--- config.mk ---
export PLATFORM = sky130hd
export DESIGN_NAME = ysyx_23060075_mc_sequencer
export DESIGN_NICKNAME = d
export VERILOG_FILES = /design/src/rtl/ysyx_23060075_mc_sequencer.sv
export SDC_FILE = /design/constraint.sdc
export NUM_CORES = 1
export LEC_CHECK = 0
export BUFFER_PORTS_ARGS = -buffer_cell sky130_fd_sc_hd__buf_2
export CORE_AREA = 2 2 97 52
export CTS_CLUSTER_SIZE = 28
export DETAILED_ROUTE_END_ITERATION = 12
export DIE_AREA = 0 0 99 54
export GPL_TIMING_DRIVEN = 0
export PLACE_DENSITY = 0.66
export SYNTH_ARGS = -nofsm -noshare
export SYNTH_HDL_FRONTEND = slang
export SYNTH_SLANG_ARGS = --single-unit
export TNS_END_PERCENT = 10
--- constraint.sdc ---
create_clock -name clk -period 3.05 [get_ports clk]
set_input_delay 0.1525 -clock clk [delete_from_list [all_inputs] [get_ports clk]]
set_output_delay 0.1525 -clock clk [all_outputs]
set_load 0.005 [all_outputs]
--- src/rtl/ysyx_23060075_mc_sequencer.sv ---
// ysyx_23060075_mc_sequencer
//   Multi-cycle instruction sequencer. Each instruction is stepped through
//   IF -> IF_W -> EX -> [LS -> LS_W] -> WB. The sequencer handshakes with the
//   fetch and load/store ports and gates the decoder write enables so that
//   architectural state commits exactly once per instruction, in S_WB.
//
//   Optional feature macro: YSYX_23060075_SEQ_TIMEOUT_EN
//     When defined, a per-phase wait counter sends the sequencer to a sticky
//     error state after TIMEOUT_CYCLES cycles without the awaited handshake.
//     When undefined, the sequencer waits forever and bus_err is tied to 0.
//
// Ports
//   clk, rst                         clock, async active-high reset
//   if_req_valid / if_req_ready      fetch request handshake
//   if_resp_valid, inst_reg_en       fetch response, instruction register load
//   dec_mem_r_en/dec_mem_w_en        decoded load/store
//   dec_gpr_w_en/dec_csr_w_en        decoded register write enables
//   halt_req                         decoded ebreak
//   ls_req_valid / ls_req_ready      load/store request handshake
//   ls_resp_valid                    load data / store acknowledge
//   mem_r_en, mem_w_en               gated memory strobes
//   gpr_w_en, csr_w_en, pc_en        commit strobes (S_WB only)
//   halted, bus_err                  status
//   inst_cnt                         retired instruction count
module ysyx_23060075_mc_sequencer #(
  parameter int TIMEOUT_CYCLES = 255
) (
  input  logic        clk,
  input  logic        rst,
  output logic        if_req_valid,
  input  logic        if_req_ready,
  input  logic        if_resp_valid,
  output logic        inst_reg_en,
  input  logic        dec_mem_r_en,
  input  logic        dec_mem_w_en,
  input  logic        dec_gpr_w_en,
  input  logic        dec_csr_w_en,
  input  logic        halt_req,
  output logic        ls_req_valid,
  input  logic        ls_req_ready,
  input  logic        ls_resp_valid,
  output logic        mem_r_en,
  output logic        mem_w_en,
  output logic        gpr_w_en,
  output logic        csr_w_en,
  output logic        pc_en,
  output logic        halted,
  output logic        bus_err,
  output logic [31:0] inst_cnt
);

  typedef enum logic [3:0] {
    S_IDLE, S_IF, S_IF_W, S_EX, S_LS, S_LS_W, S_WB, S_HALT, S_ERR
  } state_t;

  state_t state, state_n;

`ifdef YSYX_23060075_SEQ_TIMEOUT_EN
  localparam int CW = $clog2(TIMEOUT_CYCLES + 1);
  logic [CW-1:0] wait_cnt;
  logic          in_wait;
  logic          tmo;

  assign in_wait = (state == S_IF) || (state == S_IF_W) ||
                   (state == S_LS) || (state == S_LS_W);
  // Trips on the cycle where the count would reach TIMEOUT_CYCLES, so the
  // sequencer leaves after exactly TIMEOUT_CYCLES cycles in one wait state.
  assign tmo = in_wait && ((wait_cnt + CW'(1)) == CW'(TIMEOUT_CYCLES));

  always_ff @(posedge clk or posedge rst) begin
    if (rst)                                wait_cnt <= '0;
    else if (state_n != state || !in_wait)  wait_cnt <= '0;
    else                                    wait_cnt <= wait_cnt + CW'(1);
  end
`else
  logic [15:0] unused_timeout;
  assign unused_timeout = 16'(TIMEOUT_CYCLES);
`endif

  always_ff @(posedge clk or posedge rst) begin
    if (rst) state <= S_IDLE;
    else     state <= state_n;
  end

  always_ff @(posedge clk or posedge rst) begin
    if (rst)                 inst_cnt <= '0;
    else if (state == S_WB)  inst_cnt <= inst_cnt + 32'd1;
  end

  always_comb begin
    state_n      = state;
    if_req_valid = 1'b0;
    inst_reg_en  = 1'b0;
    ls_req_valid = 1'b0;
    mem_r_en     = 1'b0;
    mem_w_en     = 1'b0;
    gpr_w_en     = 1'b0;
    csr_w_en     = 1'b0;
    pc_en        = 1'b0;
    halted       = 1'b0;
    bus_err      = 1'b0;
    unique case (state)
      S_IDLE: state_n = S_IF;
      S_IF: begin
        if_req_valid = 1'b1;
        if (if_req_ready) state_n = S_IF_W;
      end
      // A response during S_IF is never looked at: it must follow acceptance.
      S_IF_W: begin
        if (if_resp_valid) begin
          inst_reg_en = 1'b1;
          state_n     = S_EX;
        end
      end
      S_EX: state_n = (dec_mem_r_en || dec_mem_w_en) ? S_LS : S_WB;
      S_LS: begin
        ls_req_valid = 1'b1;
        mem_r_en     = dec_mem_r_en;
        mem_w_en     = dec_mem_w_en;
        if (ls_req_ready) state_n = S_LS_W;
      end
      S_LS_W: begin
        mem_r_en = dec_mem_r_en;
        mem_w_en = dec_mem_w_en;
        if (ls_resp_valid) state_n = S_WB;
      end
      S_WB: begin
        pc_en    = 1'b1;
        gpr_w_en = dec_gpr_w_en;
        csr_w_en = dec_csr_w_en;
        state_n  = halt_req ? S_HALT : S_IF;
      end
      S_HALT: halted = 1'b1;
`ifdef YSYX_23060075_SEQ_TIMEOUT_EN
      S_ERR: bus_err = 1'b1;
`else
      S_ERR: state_n = S_ERR;
`endif
      default: state_n = S_IDLE;
    endcase
`ifdef YSYX_23060075_SEQ_TIMEOUT_EN
    // The awaited handshake wins over the timeout on the deciding cycle.
    if (tmo && state_n == state) state_n = S_ERR;
`endif
  end

endmodule

==> results.json, run 1 <==
{
  "powerDensity_mw_per_mm2": 625,
  "area_growth_pct": 24.8,
  "cp.required_ns": 3.23,
  "clock_skew_ns": 0.00905,
  "async_flop_share": 1.00,
  "leakagePower_nw": 1.15,
  "violations": "hold timing",
  "grt_start_max_net_pins": 37,
  "grt.overflow.total": 0,
  "setup_slack_ns": 0.941,
  "busiest_layer": "met1",
  "cts.sinks": 36,
  "cts_hold_buffers": 0,
  "status": "complete, but fails checks",
  "grt_pass1_wl_um": 6160,
  "antenna_found_initial": 0,
  "detail-route-antenna-nets": 0,
  "final_cell_mix": "52 x buf_2, 36 x dfrtp_1, 23 x xnor2_1, 13 x nand2_1, 13 x nand3_1",
  "min_period_over_period": 0.692,
  "post-cts-setup-buffers": 0,
  "cts_buffer_depth": 2,
  "syn_inst": 177,
  "synth-seq-cells": 36,
  "vias_per_cell": 4.94,
  "slowest_delay_ns": 0.50,
  "rsz0062_at_grt": "no",
  "syn_avg_cell_area_um2": 10.4,
  "antennaDiodeCount": 0,
  "vdd.ir_drop.worst_uv": 330,
  "multi_input_area_um2": 868,
  "relSlewSlack": 0.382,
  "slew_viol_final": 0,
  "start_util": 0.398,
  "wl_per_cell_um": 13.0,
  "htreeDepth": 2,
  "synth_cell_type_count": 36,
  "yosys.area.top_type_share": 0.490,
  "cts_resized": 0,
  "layout_min_cycle_time_ns": 2.11,
  "reg2reg_to": "inst_cnt[31]",
  "gp_routability_congestion": 0.840,
  "worstMarginPinSlew_ns": 0.920,
  "grt_pass1_vias": 1298,
  "setup_tns_ns": 0,
  "ys_seq_area_frac": 0.490,
  "hold_slack_ns": -0.00875,
  "fin_nets": 247,
  "ys.flop_type": "dfrtp_1",
  "path_depth": 6,
  "regArea_um2": 901,
  "hp-class": "primary input to async pin",
  "die_area_mm2": 0.00535,
  "finalHoldViolCount": 5,
  "pre_cts_ws_ns": 0.946,
  "drv_cap": 0,
  "synth_area_leader_cell": "dfrtp_1",
  "max_freq_mhz": 474,
  "gr-usage-met3": 0.0481,
  "cts_buffers": 5,
  "drc": 0,
  "fillers": 430,
  "slowest_stage": "nor4_1",
  "use_met2": 0.207,
  "die_w_um": 99,
  "root_buffer": "clkbuf_8",
  "drt_iter0_drc": 49,
  "crit_chain": "nand4bb_4 > buf_6 > nor4_1 > buf_2 > nand4_1 > xnor2_1",
  "crit_fanout": 10,
  "critPathTopFamily": "simple AND/OR/NAND/NOR gates",
  "end_kind": "flop",
  "use_met1": 0.227,
  "synthTopCellsByArea": "dfrtp_1 49%, xnor2_1 11%, nand4_1 4.1%",
  "syn-num-nets": 189,
  "drive_gt1_frac": 0.305,
  "vias": 1461,
  "first_pass_iters": 4,
  "start_kind": "flop",
  "yosys_warnings": 0,
  "std_cell_rows": 18,
  "crit_path_start": "state[0]",
  "rr_worst_depth": 6,
  "portBuffers": 51,
  "path_buf_inv": 2,
  "reg2reg_from": "state[0]",
  "dieHeight_um": 54,
  "cts_tree": "built",
  "io_pins": 53,
  "synth_edf_count": 0,
  "core_area_mm2": 0.00462,
  "wl_um": 3850,
  "endpoint": "inst_cnt[31]",
  "final_common_cell": "buf_2",
  "setup_viol": 0,
  "r2r_slack_ns": 0.94,
  "arrival_ns": 2.29,
  "clk_pin_slew_worst_paths_ns": 0.07,
  "synth_area_mm2": 0.00184,
  "dp_hpwl_um": 2860,
  "insertion_delay_ns": 0.28,
  "grt_usage": 0.152,
  "worstSetupPathType": "flop to flop"
}
-- sequential cells by signal (all words and copies together) (netlist names) --
name and count:
state 4, inst_cnt 32
-- power by group --
group | internal, mW | switching (mW) | total [mW] | leakage [nW]
logic | 0.179 | 0.220 | 0.399 | 0.594
registers | 0.522 | 0.0581 | 0.580 | 0.492
clock network | 0.289 | 0.167 | 0.455 | 0.0645
total | 0.990 | 0.445 | 1.43 | 1.15
-- worst min path at each step --
| stage | depth (start not counted) | startpoint | endpoint | slack (ns) |
|---|---|---|---|---|
| final | 2 | rst | inst_cnt[10] | -0.009 |
| after global routing | 2 | rst | inst_cnt[10] | 0.07 |
| after CTS | 2 | rst | inst_cnt[10] | 0.02 |
| after detailed placement | 2 | rst | state[3] | 0.33 |
| after global placement | 1 | inst_cnt[31] | inst_cnt[31] | 0.46 |
| after floorplan | 1 | rst | inst_cnt[0] | 0.32 |
-- synthesized netlist by cell type (2+ instances only) --
cell type  count
o211ai_1       2
nor4_1         2
or2_2          2
nor3_1         5
nand4_1       12
a21oi_1        6
nor4b_1        2
clkbuf_1       3
and3_1         7
and2_1         4
dfrtp_1       36
and4_1         2
nand3_1       13
xnor2_1       23
nor4_2         3
nand2_1       13
o32ai_1        2
nand2b_1       3
xor2_1         8
nor2_1         9
inv_1          4
buf_6          2
-- kinds of logic (layout without fill, tap and decap cells) --
logic type | Yosys count | in the layout | share of synthesized area
AO/OA/AOI/OAI | 13 | 13 | 0.0469
flip-flops | 36 | 36 | 0.490
multiplexers | 1 | 1 | 0.00544
other | 1 | 1 | 0.00204
XOR/XNOR | 31 | 31 | 0.148
AND/OR/NAND/NOR | 81 | 81 | 0.263
adder cells (fa/ha/maj) | 1 | 1 | 0.00680
buffers and inverters | 13 | 72 | 0.0381
-- per-layer routing --
| metal | wire length [µm] | up-vias |
|---|---|---|
| li1 | - | 740 |
| met1 | 2110 | 688 |
| met2 | 1530 | 31 |
| met5 | 0 | - |
| met3 | 193 | 2 |
| met4 | 15 | 0 |
-- final cells by class --
cell class	instances	area share
Buffer	9	0.0240
Inverter	4	0.00654
Tap cell	60	0.0327
Clock buffer	7	0.0420
Sequential cell	36	0.392
Timing Repair Buffer	51	0.111
Multi-Input combinational cell	128	0.378
Clock inverter	1	0.0131
-- stage by stage --
stage / hold WS (ns) / power [mW] / std cells / utilization / cell area, µm²
3_3_place_gp: 0.456 / 0.983 / 288 / 0.470 / 2170
3_5_place_dp: 0.332 / 0.988 / 288 / 0.470 / 2170
5_1_grt: 0.0680 / 1.52 / 296 / 0.497 / 2300
6_report: -0.00875 / 1.43 / 296 / 0.497 / 2300
2_1_floorplan: 0.319 / 0.864 / 177 / - / 1840
4_1_cts: 0.0221 / 1.45 / 296 / 0.497 / 2300
Note: power is estimated with default switching activity, not from simulation.
==> run 2: changes to the inputs <==
==> constraint.sdc (replaced) <==
create_clock -name clk -period 2.01 [get_ports clk]
set_input_delay 0.1005 -clock clk [delete_from_list [all_inputs] [get_ports clk]]
set_output_delay 0.1005 -clock clk [all_outputs]
set_load 0.005 [all_outputs]
==> results.json, run 2 (synthesis gave the netlist of run 1 again) <==
{
  "detail-route-antenna-nets": 0,
  "grt.overflow.total": 0,
  "core_area_mm2": 0.00462,
  "powerDensity_mw_per_mm2": 930,
  "finalNonFillerCells": 298,
  "setup_tns_ns": 0,
  "io_pins": 53,
  "first_pass_iters": 4,
  "layout_min_cycle_time_ns": 1.91,
  "drv_cap": 0,
  "largest_reg_flops": 32,
  "leakagePower_nw": 1.22,
  "finalCoreUtilization": 0.511,
  "cts_tree": "built",
  "grt_pass1_wl_um": 6250,
  "die_w_um": 99,
  "drc": 0,
  "drive_gt1_frac": 0.315,
  "drt_iter0_drc": 53,
  "critPathTopFamily": "simple AND/OR/NAND/NOR gates",
  "vdd.ir_drop.worst_uv": 500,
  "finalHoldViolCount": 0,
  "final_cell_mix": "51 x buf_2, 36 x dfrtp_1, 23 x xnor2_1, 13 x nand2_1, 13 x nand3_1",
  "max_freq_mhz": 523,
  "cp.required_ns": 2.22,
  "grt_pass1_vias": 1311,
  "std_cell_rows": 18,
  "antenna_found_initial": 0,
  "crit_fanout": 8,
  "htreeDepth": 2,
  "crit_chain": "nand4bb_4 > buf_6 > or4_4 > nor4_4 > xor2_1",
  "hp-class": "primary input to flop",
  "start_util": 0.398,
  "hold_slack_ns": 0.189,
  "dieHeight_um": 54,
  "final_common_cell": "buf_2",
  "die_area_mm2": 0.00535,
  "worstMarginPinSlew_ns": 0.744,
  "multi_input_area_um2": 910,
  "grt_usage": 0.154,
  "cts.sinks": 36,
  "clk_pin_slew_worst_paths_ns": 0.07,
  "met1Wirelength_um": 2130,
  "pre_cts_ws_ns": -0.0938,
  "wl_um": 3960,
  "antennaDiodeCount": 0,
  "cts_buffers": 5,
  "min_period_over_period": 0.951,
  "status": "finished, final reports clean",
  "gp_routability_congestion": 0.840,
  "portBuffers": 51,
  "setup_slack_ns": 0.0979,
  "setup_viol": 0,
  "cts_buffer_depth": 2,
  "grt_start_max_net_pins": 37,
  "vias": 1484,
  "slowest_delay_ns": 0.51,
  "top_register": "inst_cnt",
  "wl_met3_um": 208,
  "reg_top3": "inst_cnt x32, state x4",
  "met2WireLength_um": 1610,
  "insertion_delay_ns": 0.28,
  "dp_hpwl_um": 2860,
  "fillers": 422,
  "worstSetupPathType": "flop to flop",
  "path_buf_inv": 1,
  "slowest_stage": "or4_4",
  "fin_nets": 249,
  "placed_area_mm2": 0.00217,
  "root_buffer": "clkbuf_8",
  "relSlewSlack": 0.503,
  "design_area_mm2": 0.00236,
  "vias_per_cell": 4.98,
  "area_growth_pct": 28.2,
  "slew_viol_final": 0,
  "start_kind": "flop",
  "finalPower_mw": 2.19,
  "regArea_um2": 901,
  "wl_per_cell_um": 13.3,
  "dr.max_layer_used": "met4",
  "end_kind": "flop",
  "dp_cells": 288,
  "arrival_ns": 2.12,
  "clock_skew_ns": 0.0107
}
==> run 2: repair_timing <==
action | 4_1_cts | 5_1_grt
gates resized for setup | 2 | 6
pin swaps | 0 | 1
endpoints found under the setup margin | 14 | 13
hold buffers | 1 | 0
endpoints found under the hold margin | 36 | 0
buffers inserted | 0 | 1
==> run 2: per-layer routing <==
metal,vias to the layer above,track usage
met2,31,0.213
li1,739,-
met3,2,0.0481
met1,712,0.228
met5,-,0
met4,0,0.0434
==> run 2: layout make-up <==
class / count / area share
Multi-Input combinational cell: 128 / 0.386
Clock inverter: 1 / 0.0127
Sequential cell: 36 / 0.382
Buffer: 9 / 0.0249
Inverter: 4 / 0.00637
Clock buffer: 7 / 0.0408
Timing Repair Buffer: 53 / 0.116
Tap cell: 60 / 0.0318
==> run 2: report_power, final <==
group          switching [mW]  total [mW]  internal [mW]
clock                   0.259       0.697          0.438
combinational           0.340       0.616          0.276
sequential             0.0892       0.882          0.792
total                   0.688        2.19           1.51
==> run 2: tightest hold or removal path: cells and delay by family <==
kind / cells / cell delay, ns
simple gates: 1 / 0.04
compound gates: 2 / 0.19
buf+inv: 1 / 0.09
==> run 2: final timing paths <==
path / startpoint / end / slack, ns / depth (start not counted)
worst max-delay path: state[0] / inst_cnt[22] / 0.1 / 5
worst min-delay path: ls_req_ready / state[2] / 0.19 / 4
worst max register to register: state[0] / inst_cnt[22] / 0.1 / 5
worst min register to register: inst_cnt[31] / inst_cnt[31] / 0.48 / 1
max in group asynchronous: rst / inst_cnt[0] / 1.04 / 3
min in group asynchronous: rst / inst_cnt[10] / 0.48 / 3
==> run 3: changes to the inputs <==
--- a/config.mk
+++ b/config.mk
@@ -6,12 +6,12 @@
 export NUM_CORES = 1
 export LEC_CHECK = 0
 export BUFFER_PORTS_ARGS = -buffer_cell sky130_fd_sc_hd__buf_2
-export CORE_AREA = 2 2 97 52
+export CORE_AREA = 2 2 88 48
 export CTS_CLUSTER_SIZE = 28
 export DETAILED_ROUTE_END_ITERATION = 12
-export DIE_AREA = 0 0 99 54
+export DIE_AREA = 0 0 90 50
 export GPL_TIMING_DRIVEN = 0
-export PLACE_DENSITY = 0.66
+export PLACE_DENSITY = 0.77
 export SYNTH_ARGS = -nofsm -noshare
 export SYNTH_HDL_FRONTEND = slang
 export SYNTH_SLANG_ARGS = --single-unit
==> constraint.sdc (replaced) <==
create_clock -name clk -period 2.01 [get_ports clk]
set_input_delay 0.1005 -clock clk [delete_from_list [all_inputs] [get_ports clk]]
set_output_delay 0.1005 -clock clk [all_outputs]
set_load 0.05 [all_outputs]
==> results.json, run 3 (synthesis gave the netlist of run 1 again) <==
{
  "finalPower_mw": 2.28,
  "max_freq_mhz": 528,
  "relSlewSlack": 0.597,
  "antenna_found_initial": 0,
  "use_met2": 0.262,
  "largest_reg_flops": 32,
  "gr-usage-met3": 0.0612,
  "path_buf_inv": 1,
  "wl_um": 4070,
  "worstMarginPinSlew_ns": 0.603,
  "io_pins": 53,
  "finalNonFillerCells": 289,
  "gp_routability_congestion": 0.854,
  "rsz0062_at_grt": "yes",
  "wl_per_cell_um": 14.1,
  "worstSetupPathType": "flop to flop",
  "setup_viol": 0,
  "use_met1": 0.304,
  "grt.overflow.total": 0,
  "core_area_mm2": 0.00372,
  "cp.required_ns": 2.21,
  "area_growth_pct": 25.7,
  "post-cts-setup-buffers": 0,
  "start_util": 0.494,
  "vdd.ir_drop.worst_uv": 537,
  "placed_area_mm2": 0.00220,
  "grt_pass1_vias": 1410,
  "grt_pass1_wl_um": 6930,
  "clock_skew_ns": 0.00455,
  "layout_min_cycle_time_ns": 1.89,
  "slowest_stage": "or4_4",
  "portBuffers": 51,
  "final_common_cell": "buf_2",
  "drt_iter0_drc": 124,
  "cts.sinks": 36,
  "fin_nets": 249,
  "cts_tree": "built",
  "cts_buffer_depth": 2,
  "finalHoldViolCount": 0,
  "vias_per_cell": 5.28,
  "dieHeight_um": 50,
  "grt_start_max_net_pins": 25,
  "root_buffer": "clkbuf_8",
  "reg_top3": "inst_cnt x32, state x4",
  "hp-class": "primary input to flop",
  "arrival_ns": 2.10,
  "grt_usage": 0.197,
  "final_cell_mix": "52 x buf_2, 34 x dfrtp_1, 23 x xnor2_1, 13 x nand2_1, 13 x nand3_1",
  "slew_viol_final": 0,
  "powerDensity_mw_per_mm2": 987,
  "crit_chain": "nand4bb_4 > buf_6 > or4_4 > nor4_4 > xor2_1",
  "critPathTopFamily": "simple AND/OR/NAND/NOR gates",
  "die_w_um": 90,
  "dp_cells": 283,
  "crit_fanout": 8,
  "insertion_delay_ns": 0.28,
  "top_register": "inst_cnt",
  "drive_gt1_frac": 0.319,
  "drv_cap": 0,
  "slowest_delay_ns": 0.52,
  "leakagePower_nw": 1.19,
  "busiest_layer": "met1",
  "detail-route-antenna-nets": 0,
  "dp_hpwl_um": 3050,
  "die_area_mm2": 0.00450,
  "status": "finished, final reports clean",
  "std_cell_rows": 16,
  "vias": 1526,
  "design_area_mm2": 0.00231,
  "clk_pin_slew_worst_paths_ns": 0.06,
  "first_pass_iters": 4,
  "start_kind": "flop",
  "end_kind": "flop",
  "min_period_over_period": 0.942,
  "drc": 0,
  "antennaDiodeCount": 0,
  "cts_buffers": 5,
  "htreeDepth": 2
}
-- run 3: changes by cell type in the layout (fill, tap and decap cells not counted), sizes merged --
cell,before,now
bufinv,1,0
clkbuf,12,10
-- run 3: layout make-up --
| cell class | count | area (µm²) |
|---|---|---|
| Fill cell | 310 | 1410 |
| Clock buffer | 5 | 68.8 |
| Timing Repair Buffer | 53 | 293 |
| Sequential cell | 36 | 903 |
| Multi-Input combinational cell | 128 | 907 |
| Inverter | 4 | 15.0 |
| Buffer | 9 | 57.6 |
| Tap cell | 54 | 67.6 |
-- run 3: timing repair --
item                       in CTS  in global routing
hold buffers                    1                  0
resized for setup               1                  8
pin swaps                       0                  1
hold endpoints to repair       12                  0
setup endpoints to repair       5                 16
-- run 3: per-stage QoR --
| stage | hold WS, ns | utilization | TNS [ns] | worst slack (ns) |
|---|---|---|---|---|
| floorplan | 0.267 | - | -0.541 | -0.492 |
| global placement | 0.458 | 0.582 | -0.00251 | -0.00251 |
| detailed placement | 0.191 | 0.590 | -0.0117 | -0.00898 |
| CTS | 0.195 | 0.613 | 0 | 0.0112 |
| global route | 0.195 | 0.621 | -0.00335 | -0.00335 |
| finish | 0.199 | 0.621 | 0 | 0.117 |
-- run 3: worst paths after layout --
kind / start / end / slack, ns / depth (start not counted)
max in group asynchronous: rst / inst_cnt[3] / 1.05 / 4
max reg2reg: state[0] / inst_cnt[22] / 0.12 / 5
min in group asynchronous: rst / inst_cnt[10] / 0.43 / 3
max: state[0] / inst_cnt[22] / 0.12 / 5
min: if_resp_valid / state[1] / 0.20 / 4
min reg2reg: inst_cnt[31] / inst_cnt[31] / 0.49 / 1
-- run 3: metal layers --
layer  vias to the layer above  part of all wire
met4                         0            0.0076
met2                        41              0.41
met3                         5             0.056
met5                         -                 0
li1                        738                 -
met1                       742              0.53
-- run 3: worst min-delay path: cells and delay by family --
family                 cells  cell delay (ns)
buffers and inverters      1             0.10
AND/OR/NAND/NOR            1             0.04
AO/OA/AOI/OAI              2             0.20
-- run 3: report_power, final --
group,total (mW),internal (mW),switching (mW)
Sequential,0.891,0.795,0.0956
Clock,0.451,0.223,0.228
Combinational,0.940,0.290,0.650
Total,2.28,1.31,0.974
